File: config.mk
export PLATFORM = sky130hd
export DESIGN_NAME = fpga_input_handshake
export DESIGN_NICKNAME = d
export VERILOG_FILES = /design/src/rtl/fpga_input_handshake.sv
export SDC_FILE = /design/constraint.sdc
export NUM_CORES = 1
export LEC_CHECK = 0
export CAP_MARGIN = 0
export CELL_PAD_IN_SITES_DETAIL_PLACEMENT = 1
export CELL_PAD_IN_SITES_GLOBAL_PLACEMENT = 1
export CORE_AREA = 2 2 81 83
export DETAILED_ROUTE_END_ITERATION = 8
export DIE_AREA = 0 0 83 85
export PLACE_DENSITY = 0.73
export SYNTH_ARGS = -nofsm -noshare
export SYNTH_HDL_FRONTEND = slang
export SYNTH_SLANG_ARGS = --single-unit
export TNS_END_PERCENT = 100
File: constraint.sdc
create_clock -name clk_50 -period 2.26 [get_ports clk_50]
set_clock_uncertainty 0.1 [all_clocks]
set_input_delay 0.452 -clock clk_50 [delete_from_list [all_inputs] [get_ports clk_50]]
set_output_delay 0.452 -clock clk_50 [all_outputs]
set_load 0.01 [all_outputs]
File: src/rtl/fpga_input_handshake.sv
// fpga_input_handshake
// Turns a raw active-low confirm pushbutton and a switch bank into a
// CPU input handshake. The CPU raises FLAG_input when an input instruction
// is pending; the user sets the switches and presses confirm. The value is
// captured on a debounced press and presented on input_data with
// FPGA_input_confirm high until the CPU drops FLAG_input.
//
// Build option: define INPUT_SIGN_EXTEND_EN to sign-extend the switch value
// from bit SW_W-1 into 32 bits; without it the value is zero-extended.
// SW_W may be at most 32.

module fpga_input_handshake #(
    parameter int DEBOUNCE_CYCLES = 50000,
    parameter int SW_W            = 16
) (
    input  logic            clk_50,
    input  logic            rst,
    input  logic            push_confirm,
    input  logic [SW_W-1:0] switches,
    input  logic            FLAG_input,
    output logic            FPGA_input_confirm,
    output logic [31:0]     input_data,
    output logic            waiting_led
);

    // Counter is wide enough to hold DEBOUNCE_CYCLES itself.
    localparam int             CNT_W   = $clog2(DEBOUNCE_CYCLES + 1);
    localparam logic [CNT_W-1:0] CNT_MAX = CNT_W'(DEBOUNCE_CYCLES);
    localparam logic [CNT_W-1:0] CNT_ONE = CNT_W'(1);

    typedef enum logic [1:0] {
        IDLE       = 2'd0,
        WAIT_PRESS = 2'd1,
        CONFIRMED  = 2'd2
    } state_t;

    logic             sync1_q;
    logic             sync2_q;
    logic [CNT_W-1:0] cnt_q;
    logic [CNT_W-1:0] cnt_d;
    logic [CNT_W-1:0] cnt_inc;
    logic             stable_q;
    logic             stable_d;
    logic             prev_q;
    logic             press;
    logic [31:0]      ext_data;

    state_t           state_q;
    logic             confirm_q;
    logic             led_q;
    logic [31:0]      data_q;

    // Bring the asynchronous button into the clock domain; idle level is 1.
    always_ff @(posedge clk_50 or posedge rst) begin
        if (rst) begin
            sync1_q <= 1'b1;
            sync2_q <= 1'b1;
        end else begin
            sync1_q <= push_confirm;
            sync2_q <= sync1_q;
        end
    end

    assign cnt_inc = cnt_q + CNT_ONE;

    // A new level is accepted only after it differs from the stable level
    // for DEBOUNCE_CYCLES consecutive cycles; any agreement restarts the count.
    always_comb begin
        cnt_d    = cnt_q;
        stable_d = stable_q;
        if (sync2_q == stable_q) begin
            cnt_d = '0;
        end else if (cnt_inc == CNT_MAX) begin
            stable_d = sync2_q;
            cnt_d    = '0;
        end else begin
            cnt_d = cnt_inc;
        end
    end

    // Debounce state runs every cycle regardless of the handshake state.
    always_ff @(posedge clk_50 or posedge rst) begin
        if (rst) begin
            cnt_q    <= '0;
            stable_q <= 1'b1;
            prev_q   <= 1'b1;
        end else begin
            cnt_q    <= cnt_d;
            stable_q <= stable_d;
            prev_q   <= stable_q;
        end
    end

    // One-cycle pulse on the debounced falling edge (button pressed).
    assign press = prev_q & ~stable_q;

`ifdef INPUT_SIGN_EXTEND_EN
    assign ext_data = 32'($signed(switches));
`else
    assign ext_data = 32'(switches);
`endif

    // Handshake sequencer; outputs are registered alongside the state so
    // they track it exactly. Dropping FLAG_input always wins over a press.
    always_ff @(posedge clk_50 or posedge rst) begin
        if (rst) begin
            state_q   <= IDLE;
            confirm_q <= 1'b0;
            led_q     <= 1'b0;
            data_q    <= '0;
        end else begin
            case (state_q)
                IDLE: begin
                    if (FLAG_input) begin
                        state_q <= WAIT_PRESS;
                        led_q   <= 1'b1;
                    end
                end
                WAIT_PRESS: begin
                    if (!FLAG_input) begin
                        state_q <= IDLE;
                        led_q   <= 1'b0;
                    end else if (press) begin
                        state_q   <= CONFIRMED;
                        led_q     <= 1'b0;
                        confirm_q <= 1'b1;
                        data_q    <= ext_data;
                    end
                end
                CONFIRMED: begin
                    if (!FLAG_input) begin
                        state_q   <= IDLE;
                        confirm_q <= 1'b0;
                    end
                end
                default: begin
                    state_q   <= IDLE;
                    confirm_q <= 1'b0;
                    led_q     <= 1'b0;
                end
            endcase
        end
    end

    assign FPGA_input_confirm = confirm_q;
    assign waiting_led        = led_q;
    assign input_data         = data_q;

endmodule

---- Word level (Yosys, flattened, before mapping) ----
Index checks and enable logic that the tools add are counted.
storage, ports and cells
  bits in writable memories ............... 0
  memories kept ........................... 0
  bits in read-only memories .............. 0
  logic and storage cells ................. 45
  bits in latches ......................... 0
  register bits after elaboration ......... 40
  output and inout bits ................... 34
  input port bits ......................... 20
cells by class
  $add $sub $neg .......................... 1
  mux-type cells .......................... 15
  equal/unequal tests ..................... 9
  shifts and indexed selects .............. 0
  magnitude comparators ................... 0
  divide/modulo/power cells ............... 0
  reduce and logical (&&, ||, !) cells .... 6
  multipliers ............................. 0
  bitwise operators ....................... 5
operators by type and width
  cell                                                 count
  2-to-1 mux 16 bit                                    2
  adder 16 x 1 -> 16 bit, second input constant        1
  equality test 16 bit, second input constant          1
  AND reduction 3 bit                                  3
  2-to-1 mux 2 bit                                     4
  inequality test 2 bit, second input constant         4
  2-to-1 mux 1 bit                                     6
  case mux 1 bit (3 select lines)                      2
  case mux 2 bit (3 select lines)                      1
  inverter 1 bit                                       4
  AND reduction 4 bit                                  1
  inequality test 3 bit, second input constant         1
  equality test 2 x 1 -> 1 bit, second input constant  1
  equality test 2 bit, second input constant           1
  logical NOT 2 bit                                    1
  AND reduction 2 bit                                  1
  bitwise AND 1 bit                                    1
  equality test 1 bit                                  1

---- Depth between registers and ports, before layout ----
  word-level depth ........................ 5
  gate-level depth with buffers ........... 7
  depth with buffers taken out ............ 6

---- Least setup slack after synthesis ----
Ideal clock, no wire load.
  path type ............................... register to register
  start point ............................. register cnt_q[0]
  end point ............................... register cnt_q[14]
  data required time ...................... 2.041 ns
  setup slack ............................. -0.007 ns
  arrival time ............................ 2.048 ns
  path buffers ............................ 1
  clock period less this slack ............ 2.267 ns
  library setup time ...................... 0.119 ns
  cell stages (with the launch flop) ...... 8
  cells stage by stage .................... dfrtp_1 -> ha_1 -> nand4_2 -> nor3b_4 -> mux2_4 -> o41ai_4 -> buf_6 -> nor2_2
on the way
  longest elaborated chain between the ends .. 4
ends and longest elaborated chain
  item                        RTL line  source
  from (decl)                 39        logic [CNT_W-1:0] cnt_q;
  from (signal assigned)      88        cnt_q <= cnt_d;
  adder 16 x 1 -> 16 bit (*)  64        assign cnt_inc = cnt_q + CNT_ONE;
  equality test 16 bit        73        end else if (cnt_inc == CNT_MAX) begin
  2-to-1 mux 16 bit (*)       73
  2-to-1 mux 16 bit (*)       71        if (sync2_q == stable_q) begin
  net cnt_d[14]               40        logic [CNT_W-1:0] cnt_d;
The timed path passes the listed nets; every way through them passes the cells marked *.
A chain may end at the register's enable or synchronous reset.

---- Final worst setup path ----
  start point ............................. register cnt_q[1]
  end point ............................... register cnt_q[2]
Same word-level chain as after synthesis.

==> flow_summary.ini <==
[run_status]
status = finished, final reports clean

[worst_setup_path]
path_max_fanout = 8
cp_slowest_cell = o41ai_4
crit_path_start_kind = flip-flop
required_ns = 2.35
cp_data_arrival_time_ns = 2.27
cpPeakStageDelay_ns = 0.43
worstPathCellList = ha_4, nand4_4, nor3b_4, mux2_4, o41ai_4, buf_6, nor2_2
end_kind = flip-flop
crit_type = reg -> reg

[timing]
period_minus_slack_ns = 2.18
finalHoldViolations = 0
whs_ns = 0.259
rsz0062_at_grt = yes
fmax_mhz = 458
slew_headroom = 0.665
drv_slew = 0
fin_ws_ns = 0.0787
finalSetupViolCount = 0
finalCritPeriodShare = 0.965
setup_tns_ns = 0
worst_pin_slew_ns = 0.502

[drt]
drtIter0Drc = 67
drcViolationCount = 0
via_count = 1427
drtPass1Iterations = 4
ant_nets = 0
drt-total-wl_um = 4410
wl_per_cell_um = 14.4
viasPerCell = 4.66

[cells_and_area]
final_cells = 306
n_antenna_cell = 0
n_fill_cell = 681
drive_above_1_share = 0.253
fin_area_um2 = 2670
final_common_cell = clkdlybuf4s50_1
syn2layout_area_growth_pct = 31.0
utilization = 0.430
fin_nets = 249
layout_common_cells = clkdlybuf4s50_1 (37), dfrtp_1 (36), conb_1 (16)

[clock_tree]
clock_sink_count = 40
htree_levels = 2
max-clock-path-buffers = 2
clk_pin_slew_ns = 0.08
clk_latency_ns = 0.30
clockRootBuffer = clkbuf_8
numCtsBuffers = 5
cts_tree = done

[logic_synthesis]
ys_ff_latch = 40
synth_warnings = 0
synthCells = 175
async_flop_share = 1.00
synth_area_leaders = dfrtp_1 (44%), buf_4 (6.3%), mux2_1 (6.1%)
synth-edff-count = 0
synth_area_um2 = 2040
yosysTopAreaCell = dfrtp_1
ys_types = 43
synth_ff_type = dfrtp_1
synth_seq_area_share = 0.494
yosysTopAreaCellShare = 0.442
syn_avg_cell_area_um2 = 11.6

[global_routing]
track_usage = 0.135
grt_max_degree = 41
overflow = 0
use_met3 = 0.0360
grt_pass1_vias = 1494
grt_most_used_layer = met2
antenna_found_initial = 0
use_met1 = 0.177
grt_first_pass_wirelength_um = 7580
grtUsageMet2 = 0.207

[floorplanning]
fp.dieH_um = 85
core_um2 = 6200
die-area_um2 = 7060
ios = 54
initial_core_util = 0.328
num_rows = 29
die_width_um = 83

[min_path]
min_path_type = reg -> reg

[place]
dpl_worst_slack_ns = 0.00934
place_inst = 297
place_area_um2 = 2510
dp_hpwl_um = 3110
gp_congestion = 0.833
io_buffers = 37

[power_and_ir_drop]
power.leakage_nw = 1.15
p_per_area_nw_per_um2 = 522
ir_worst_vdd_mv = 0.297
p_total_mw = 1.39

[job]
drv_cap = 0
## worst max-delay path, delay by kind of cell, from the launching register on
family / cells / cell delay (ns)
flip-flops: 1 / 0.40
adder cells (fa/ha/maj): 1 / 0.18
buffers and inverters: 1 / 0.21
AO/OA/AOI/OAI: 1 / 0.43
AND/OR/NAND/NOR: 3 / 0.40
multiplexers: 1 / 0.34
## synth_stat cells, types with 5 or more instances
master / instances
dfrtp_1: 36
buf_4: 17
mux2_1: 11
nor2_2: 10
nand2_1: 8
nor2_1: 8
xor2_1: 8
xnor2_1: 7
mux2_2: 6
inv_1: 5
nand3_1: 5
## cells by family (layout without fill, tap and decap cells)
| family | Yosys count | in the layout | synth area share |
|---|---|---|---|
| muxes | 19 | 19 | 0.106 |
| AOI/OAI and AO/OA | 10 | 10 | 0.0479 |
| DFF | 40 | 40 | 0.494 |
| buffers and inverters | 28 | 67 | 0.0983 |
| xor gates and xnor gates | 15 | 15 | 0.0645 |
| adders and majority gates | 1 | 1 | 0.00614 |
| and+or+nand+nor | 61 | 61 | 0.181 |
| other | 1 | 16 | 0.00184 |
## final cells by class
type / count / area, um2 / area share
Clock buffer: 6 / 72.6 / 0.0272
Clock inverter: 2 / 12.5 / 0.00469
Inverter: 6 / 22.5 / 0.00844
Multi-Input combinational cell: 122 / 951 / 0.356
Sequential cell: 40 / 1010 / 0.377
Tap cell: 77 / 96.3 / 0.0361
Timing Repair Buffer: 53 / 507 / 0.190
## registers in the layout, indices dropped and copies added (netlist names)
| signal | cells |
|---|---|
| input_data | 16 |
| state_q | 2 |
| sync1_q | 1 |
| cnt_q | 16 |
| stable_q | 1 |
| prev_q | 1 |
| waiting_led | 1 |
| sync2_q | 1 |
| FPGA_input_confirm | 1 |
## timing repair
action / in CTS / in global routing
cloned: 0 / 0
hold buffers: 0 / 0
endpoints found under the setup margin: 1 / 14
resized for setup: 1 / 9
pin swaps: 0 / 4
setup buffers: 0 / 1
## report_power, final
part / switching (mW) / internal, mW / total, mW
Clock: 0.260 / 0.216 / 0.476
Combinational: 0.0741 / 0.0871 / 0.161
Sequential: 0.0155 / 0.740 / 0.756
Total: 0.350 / 1.04 / 1.39
## layer usage
layer,part of all wire,vias up
li1,-,671
met1,0.45,712
met2,0.49,40
met3,0.043,4
met4,0.018,0
met5,0,-
## final timing paths
path,startpoint,endpoint,slack [ns],cells after the start
min in group asynchronous,rst,input_data[11],0.47,3
max,cnt_q[1],cnt_q[2],0.08,7
min reg2reg,sync1_q,sync2_q,0.26,0
max reg2reg,cnt_q[1],cnt_q[2],0.08,7
max in group asynchronous,rst,sync1_q,1.23,3
min,sync1_q,sync2_q,0.26,0
Note: power is estimated with default switching activity, not from simulation.
